`config.mk`:
```
export PLATFORM = sky130hd
export DESIGN_NAME = handshake_sender
export DESIGN_NICKNAME = d
export VERILOG_FILES = /design/src/rtl/handshake_sender.sv
export SDC_FILE = /design/constraint.sdc
export NUM_CORES = 1
export LEC_CHECK = 0
export CAP_MARGIN = 25
export CORE_ASPECT_RATIO = 1.5
export CORE_MARGIN = 2
export CORE_UTILIZATION = 40
export DETAILED_ROUTE_END_ITERATION = 8
export DONT_BUFFER_PORTS = 1
export SLEW_MARGIN = 40
export SYNTH_ARGS = -nofsm -noshare
export SYNTH_HDL_FRONTEND = slang
export SYNTH_SLANG_ARGS = --single-unit
export TNS_END_PERCENT = 10
```
`constraint.sdc`:
```
create_clock -name clk -period 1.5 [get_ports clk]
set_clock_uncertainty 0.1 [all_clocks]
set_input_delay 0.3 -clock clk [delete_from_list [all_inputs] [get_ports clk]]
set_output_delay 0.3 -clock clk [all_outputs]
set_load 0.01 [all_outputs]
```
`src/rtl/handshake_sender.sv`:
```
// Source side of a four-phase req/ack crossing: one-word holding buffer, ack
// synchronizer (falling then rising edge), optional per-phase timeout.
module handshake_sender #(
  parameter int width          = 8,
  parameter int msb            = width - 1,
  parameter int timeout_cycles = 0
) (
  input  logic         clk,
  input  logic         reset,
  input  logic         load,
  input  logic [msb:0] data_in,
  output logic         in_ready,
  output logic         overrun,
  output logic         xfer_req,
  output logic [msb:0] xfer_data,
  input  logic         xfer_ack,
  output logic         busy,
  output logic         done,
  output logic         timeout
);

  localparam logic [1:0] IDLE    = 2'd0;
  localparam logic [1:0] REQ     = 2'd1;
  localparam logic [1:0] RELEASE = 2'd2;
  localparam logic [1:0] ABORT   = 2'd3;

  localparam bit          TO_EN   = (timeout_cycles != 0);
  localparam logic [15:0] TO_LAST = 16'(timeout_cycles - 1);

  logic         ack_f, ack_s;
  logic [1:0]   state;
  logic [msb:0] buf_data;
  logic         buf_vld;
  logic [15:0]  cnt;
  logic         req_q, done_q, timeout_q, overrun_q;
  logic [msb:0] data_q;
  logic         accept, to_hit, bypass;

  assign accept   = load & ~buf_vld;
  assign to_hit   = TO_EN && (cnt == TO_LAST);
  // An accepted word skips the buffer only when IDLE can launch it right away.
  assign bypass   = (state == IDLE) && !ack_s;

  assign in_ready  = ~buf_vld;
  assign overrun   = overrun_q;
  assign xfer_req  = req_q;
  assign xfer_data = data_q;
  assign busy      = (state != IDLE);
  assign done      = done_q;
  assign timeout   = timeout_q;

  always_ff @(negedge clk) begin
    if (reset) ack_f <= 1'b0;
    else       ack_f <= xfer_ack;
  end

  always_ff @(posedge clk) begin
    if (reset) begin
      ack_s     <= 1'b0;
      state     <= IDLE;
      buf_data  <= '0;
      buf_vld   <= 1'b0;
      cnt       <= 16'd0;
      req_q     <= 1'b0;
      data_q    <= '0;
      done_q    <= 1'b0;
      timeout_q <= 1'b0;
      overrun_q <= 1'b0;
    end else begin
      ack_s     <= ack_f;
      done_q    <= 1'b0;
      timeout_q <= 1'b0;
      overrun_q <= load & buf_vld;
      if (accept && !bypass) begin
        buf_data <= data_in;
        buf_vld  <= 1'b1;
      end
      case (state)
        IDLE: begin
          if (!ack_s) begin
            if (buf_vld) begin
              req_q   <= 1'b1;
              data_q  <= buf_data;
              buf_vld <= 1'b0;
              cnt     <= 16'd0;
              state   <= REQ;
            end else if (accept) begin
              req_q  <= 1'b1;
              data_q <= data_in;
              cnt    <= 16'd0;
              state  <= REQ;
            end
          end
        end
        REQ: begin
          if (ack_s) begin
            req_q <= 1'b0;
            cnt   <= 16'd0;
            state <= RELEASE;
          end else if (to_hit) begin
            req_q     <= 1'b0;
            timeout_q <= 1'b1;
            state     <= ABORT;
          end else begin
            cnt <= cnt + 16'd1;
          end
        end
        RELEASE: begin
          if (!ack_s) begin
            done_q <= 1'b1;
            // Chain the buffered word on the completing edge.
            if (buf_vld) begin
              req_q   <= 1'b1;
              data_q  <= buf_data;
              buf_vld <= 1'b0;
              cnt     <= 16'd0;
              state   <= REQ;
            end else begin
              state <= IDLE;
            end
          end else if (to_hit) begin
            timeout_q <= 1'b1;
            state     <= ABORT;
          end else begin
            cnt <= cnt + 16'd1;
          end
        end
        default: begin
          if (!ack_s) state <= IDLE;
        end
      endcase
    end
  end

endmodule

```
==> out/metrics.yaml, run 1 <==
grt_setup_unrepaired: "yes"
setup.worst_path.start: "state[1]$_SDFFE_PP0P_"
rows: 22
crit_family: "compound AO/OA/AOI/OAI gates"
ys_warn_count: 0
pwr-share-seq_pct: 56.4
cts_root_buf: "clkbuf_4"
required_ns: 1.59
post_drt_wl_per_cell_um: 16.1
ys_ff_latch: 24
start_util_pct: 41.3
wl_met1_um: 852
syn_nets: 109
synthDistinctLibCells: 27
htree_levels: 1
finalCritPeriodShare_pct: 99.3
crit_path_start_kind: "register"
period_minus_slack_ns: 1.49
route.met3.wl_um: 109
max_stage_delay_ns: 0.37
end_kind: "register"
worst_hold_startpoint: "data_in[1]"
powerDensity_mw_per_mm2: 1050
hold_depth: 2
clock-sinks: 24
coreArea_mm2: 0.00242
drive_above_1_share_pct: 30.3
fmax_mhz: 671
clock_power_share_pct: 23.0
p_leak_nw: 0.518
cp_num_buf_inv: 2
yosysSeqAreaShare_pct: 48.1
status: "complete, no violations"
switching_share_pct: 28.0
dieWidth_um: 44.8
cp_slowest_cell: "a211oi_4"
finalPower_mw: 1.28
intPower_mw: 0.923
synthArstFlopShare_pct: 0
multi_input_comb_area_um2: 482
worstPathArrival_ns: 1.58
fin_tns_setup_ns: 0
synth_ff_type: "dfxtp_1"
drt_pass1_iterations: 4
antennaDiodeCount: 0
vias: 705
synth_area_um2: 1000
io_buffer_count: 0
hold_path.class: "primary input to register"
dr_wl_met2_um: 1160
routed_via_density: 5.30
ios: 26
critical_path.cell_chain: "nand2b_4 -> a211oi_4 -> buf_4 -> clkbuf_16 -> a211oi_1"
cts_tree: "yes"
wl_um: 2140
setup_viol: 0
drc_errors: 0
synth-edff-count: 0
cts.path.max_buffers: 2
highest_layer: "met4"
cts_made_buffers: 3
overflow: 0
antenna_found_initial: 0
dp_hpwl_um: 1290
avgSynthCellArea_um2: 10.3
clk_latency_ns: 0.36
vdd_ir_drop_max_v: 0.000505
syn_to_final_growth_pct: 21.9
grt_pass1_vias: 670
regArea_um2: 485
r2r-end: "xfer_data[5]$_SDFFE_PP0P_"
cp_max_fo: 8
syn-instance-count: 97
num-nets-final: 122
grtUsageTotal_pct: 14.2
min_to: "buf_data[1]$_SDFFE_PP0P_"
crit_type: "register to register"
p_switching_mw: 0.359
grt_max_degree: 23
path_clk_slew_ns: 0.13
grt_pass1_wl_um: 3100
slew_viol_final: 0
drv_cap: 0
drt_iter0_markers: 18
ff2ff_setup_slack_ns: 0.01
die_h_um: 65.2
dieArea_mm2: 0.00292
reg2reg_depth: 5
reg2reg_from: "state[1]$_SDFFE_PP0P_"
hold_viol: 0
n_fill_cell: 234
power.share.combinational_pct: 20.6
ant_nets: 0
globalplace.congestion: 0.714
## synthesized netlist by cell type (2+ instances only)
library cell	count	area [um^2]
nor2_1	18	67.6
mux2i_1	16	160
a211oi_1	7	52.6
nor2b_1	3	18.8
clkbuf_1	2	7.51
a21oi_1	2	10.0
dfxtp_1	24	480
inv_1	3	11.3
o21ai_0	2	10.0
buf_6	3	33.8
## layout by cell type (no fill, tap or decap), types with 2 or more instances in the layout
cell / instances
a211oi_1: 2
clkbuf_4: 3
buf_12: 2
nor2b_1: 3
buf_6: 2
clkbuf_16: 2
mux2i_1: 16
inv_1: 3
o21ai_0: 2
buf_4: 7
a211oi_2: 6
nor2_1: 18
dfxtp_1: 22
## metal layers
metal  vias to the layer above  track usage, %
li1                        350               -
met1                       339            17.2
met2                        14            23.0
met3                         2            2.75
met4                         0            7.35
met5                         -               0
## power groups by stage
stage | combinational (mW) | clock, mW | sequential [mW]
after CTS | 0.209 | 0.306 | 0.723
final | 0.264 | 0.295 | 0.723
after global placement | 0.180 | 0.00834 | 0.739
after detailed placement | 0.183 | 0.00834 | 0.740
after global routing | 0.290 | 0.333 | 0.729
after floorplan | 0.154 | 0.00834 | 0.731
## worst max-delay path by stage
| stage | end | slack [ns] | depth (start not counted) |
|---|---|---|---|
| detailed placement | buf_data[5]$_SDFFE_PP0P_ | -0.02 | 4 |
| floorplan | buf_data[0]$_SDFFE_PP0P_ | 0.01 | 6 |
| global placement | buf_data[2]$_SDFFE_PP0P_ | 0.01 | 4 |
| finish | xfer_data[5]$_SDFFE_PP0P_ | 0.01 | 5 |
| CTS | xfer_data[4]$_SDFFE_PP0P_ | 0.03 | 6 |
| global route | xfer_data[0]$_SDFFE_PP0P_ | -0.04 | 6 |
## through the flow
step	cells	utilization, %	hold slack, ns	setup WS [ns]	cell area, um^2
2_1_floorplan	97	-	0.272	0.0136	1000
3_3_place_gp	122	43.8	0.267	0.0137	1060
3_5_place_dp	122	43.8	0.271	-0.0227	1060
4_1_cts	130	46.8	0.0274	0.0266	1130
5_1_grt	133	50.3	0.0364	-0.0395	1220
6_report	133	50.3	0.0336	0.0100	1220
## registers in the layout (all words and copies together) (netlist names)
register / cells
xfer_req: 1
buf_vld: 1
ack_s: 1
ack_f: 1
xfer_data: 8
buf_data: 8
state: 2
done: 1
overrun: 1
## cell families (layout without fill, tap and decap cells)
logic type / Yosys count / in the layout / share of synthesized area, %
AOI/OAI and AO/OA: 16 / 16 / 14.0
muxes: 16 / 16 / 16.0
buffers and inverters: 11 / 23 / 6.88
other: 1 / 1 / 0.375
and+or+nand+nor: 29 / 29 / 14.6
DFF: 24 / 24 / 48.1
## final cells by class
cell class              instances  area share [%]
clock inverters                 2           0.616
flip-flops and latches         24            39.8
inverters                       3           0.924
well taps                      24            2.46
clock buffers                   3            1.85
repair buffers                 15            14.8
multi-input cells              62            39.5
## what timing repair did
item / 4_1_cts / 5_1_grt
endpoints found under the setup margin: 9 / 6
gates cloned: 0 / 2
endpoints found under the hold margin: 22 / 0
setup buffers: 2 / 2
pin swaps: 0 / 2
hold buffers: 2 / 0
gates resized for setup: 6 / 7
Note: power is estimated with default switching activity, not from simulation.
==> run 2: changes to the inputs <==
Settings changed: ABC_CLOCK_PERIOD_IN_PS set to 1500.
==> results of run 2 <==
Final layout, timing and power as in run 1 (identical DEF).
==> run 3: changes to the inputs <==
Settings changed: ABC_CLOCK_PERIOD_IN_PS 1500 to 1550, CORE_UTILIZATION 40 to 50.
Clock period 1.5 ns to 1.55 ns, I/O delays scaled along.
==> out/metrics.yaml, run 3 (synthesis gave the netlist of run 1 again) <==
crit_family: "buffers and inverters"
clock-sinks: 24  # unchanged
most-common-layout-cells: "22 x dfxtp_1, 18 x nor2_1, 16 x mux2i_1, 7 x a211oi_1, 4 x buf_4"
drt_pass1_iterations: 3  # -1
fin_cells: 123  # -7.5%
grt_pass1_vias: 714  # +6.6%
rows: 19  # -14%
worstPathArrival_ns: 1.62  # +0.04 ns
use_met3_pct: 3.40  # +0.65 points
htree_levels: 1  # unchanged
status: "complete, but fails checks"
io_buffer_count: 0  # unchanged
met1_usage_pct: 21.8  # +4.6 points
cts_tree: "yes"
critical_path.cell_chain: "buf_4 -> nor4b_2 -> dlygate4sd3_1"
routed_via_density: 5.41  # +2.0%
post_drt_wl_per_cell_um: 13.9  # -14%
antennaDiodeCount: 0  # unchanged
period_minus_slack_ns: 1.46  # -0.0274 ns
fin_tns_setup_ns: 0  # unchanged
path_depth: 3  # -2
final_common_cell: "dfxtp_1"
globalplace.congestion: 0.587  # -18%
syn_to_final_growth_pct: 11.3
grt_pass1_wl_um: 2990  # -3.6%
wl_um: 1710  # -20%
antenna_found_initial: 0  # unchanged
cp_max_fo: 6  # -2
grt_util_met2_pct: 28.6  # +5.6 points
worst_slack_ns: 0.0874  # +0.0774 ns
final_util_pct: 60.0  # +9.7 points
reg2reg_depth: 3  # -2
end_kind: "register"
violations: "negative hold slack"
die_h_um: 58.8  # -9.9%
required_ns: 1.71  # +0.12 ns
holdWs_ns: -0.0598  # -0.0935 ns
vdd_ir_drop_max_v: 0.000708  # +40%
num-nets-final: 115  # -5.7%
powerDensity_mw_per_mm2: 1140  # +7.9%
place_area_mm2: 0.00103  # -2.9%
overflow: 0  # unchanged
coreArea_mm2: 0.00185  # -23%
setup_viol: 0  # unchanged
dp_hpwl_um: 1230  # -4.5%
drc_errors: 0  # unchanged
dieArea_mm2: 0.00238  # -19%
max_stage_delay_ns: 0.57  # +0.20 ns
cts.path.max_buffers: 2  # unchanged
drive_above_1_share_pct: 20.6  # -9.7 points
cp_slowest_cell: "dlygate4sd3_1"
fmax_mhz: 684  # +1.9%
crit_type: "register to register"
grtUsageTotal_pct: 17.6  # +3.4 points
start_util_pct: 53.9  # +13 points
slew_viol_final: 0  # unchanged
reg2reg_from: "ack_s$_SDFF_PP0_"
hold_path.class: "primary input to register"
drt_iter0_markers: 4  # -14
detailedPlace.worstSlack_ns: 0.0275  # +0.0502 ns
cts_made_buffers: 3  # unchanged
postCtsHoldBufs: 2  # unchanged
grt_max_degree: 25  # +8.7%
p_leak_nw: 0.475  # -8.5%
finalCritPeriodShare_pct: 94.4  # -5.0 points
ios: 26  # unchanged
cp_num_buf_inv: 2  # unchanged
dieWidth_um: 40.5  # -9.6%
clk_latency_ns: 0.36  # about the same
cts_root_buf: "clkbuf_4"
fin_area_mm2: 0.00111  # -8.7%
top_usage_layer: "met2"
crit_path_start_kind: "register"
ff2ff_setup_slack_ns: 0.09  # +0.08 ns
vias: 665  # -5.7%
placedCellCount: 117  # -4.1%
r2r-end: "done$_SDFF_PP0_"
hold_viol: 20  # +20
ant_nets: 0  # unchanged
path_clk_slew_ns: 0.13  # about the same
setup.worst_path.start: "ack_s$_SDFF_PP0_"
drv_cap: 0  # unchanged
endpoint: "done$_SDFF_PP0_"
[run 3: what timing repair did]
action | CTS | global route
hold endpoints to repair | 22 | 20
buffers inserted | 0 | 0
resized for setup | 2 | 4
pin swaps | 0 | 0
setup endpoints to repair | 5 | 10
cloned | 0 | 0
[run 3: worst reg2reg max path, delay by kind of cell (launching register included)]
| family | cells | cell delay (ns) |
|---|---|---|
| buf+inv | 2 | 0.74 |
| flops | 1 | 0.38 |
| simple gates | 1 | 0.20 |
[run 3: metrics by stage]
| step | total power, mW | hold slack (ns) |
|---|---|---|
| after global placement | 0.888 | 0.278 |
| after detailed placement | 0.893 | 0.278 |
| after CTS | 1.27 | -0.0716 |
| after floorplan | 0.865 | 0.282 |
| after global routing | 1.33 | -0.0799 |
| final | 1.26 | -0.0598 |
[run 3: routing by layer]
metal | share of wire (%) | vias to the layer above
li1 | - | 338
met1 | 42 | 310
met2 | 51 | 15
met3 | 6.5 | 2
met4 | 0.94 | 0
met5 | 0 | -
[run 3: layout make-up]
type / count / area [um^2]
Fill cell: 182 / 742
Sequential cell: 24 / 483
Multi-Input combinational cell: 62 / 459
Timing Repair Buffer: 8 / 81.3
Clock buffer: 4 / 47.5
Tap cell: 21 / 26.3
Inverter: 3 / 11.3
Clock inverter: 1 / 3.75
[run 3: report_power, final]
group	leakage [nW]	internal [mW]	switching, mW
Sequential	0.198	0.662	0.0400
Combinational	0.245	0.0886	0.0837
Clock	0.0315	0.200	0.189
[run 3: worst min-delay path by stage]
stage / start / endpoint / slack (ns) / depth (start not counted)
2_1_floorplan: reset / ack_s$_SDFF_PP0_ / 0.28 / 1
3_3_place_gp: reset / xfer_data[6]$_SDFFE_PP0P_ / 0.28 / 1
3_5_place_dp: reset / xfer_data[6]$_SDFFE_PP0P_ / 0.28 / 1
4_1_cts: reset / xfer_data[6]$_SDFFE_PP0P_ / -0.07 / 1
5_1_grt: reset / xfer_data[6]$_SDFFE_PP0P_ / -0.08 / 1
6_report: reset / xfer_data[6]$_SDFFE_PP0P_ / -0.06 / 1
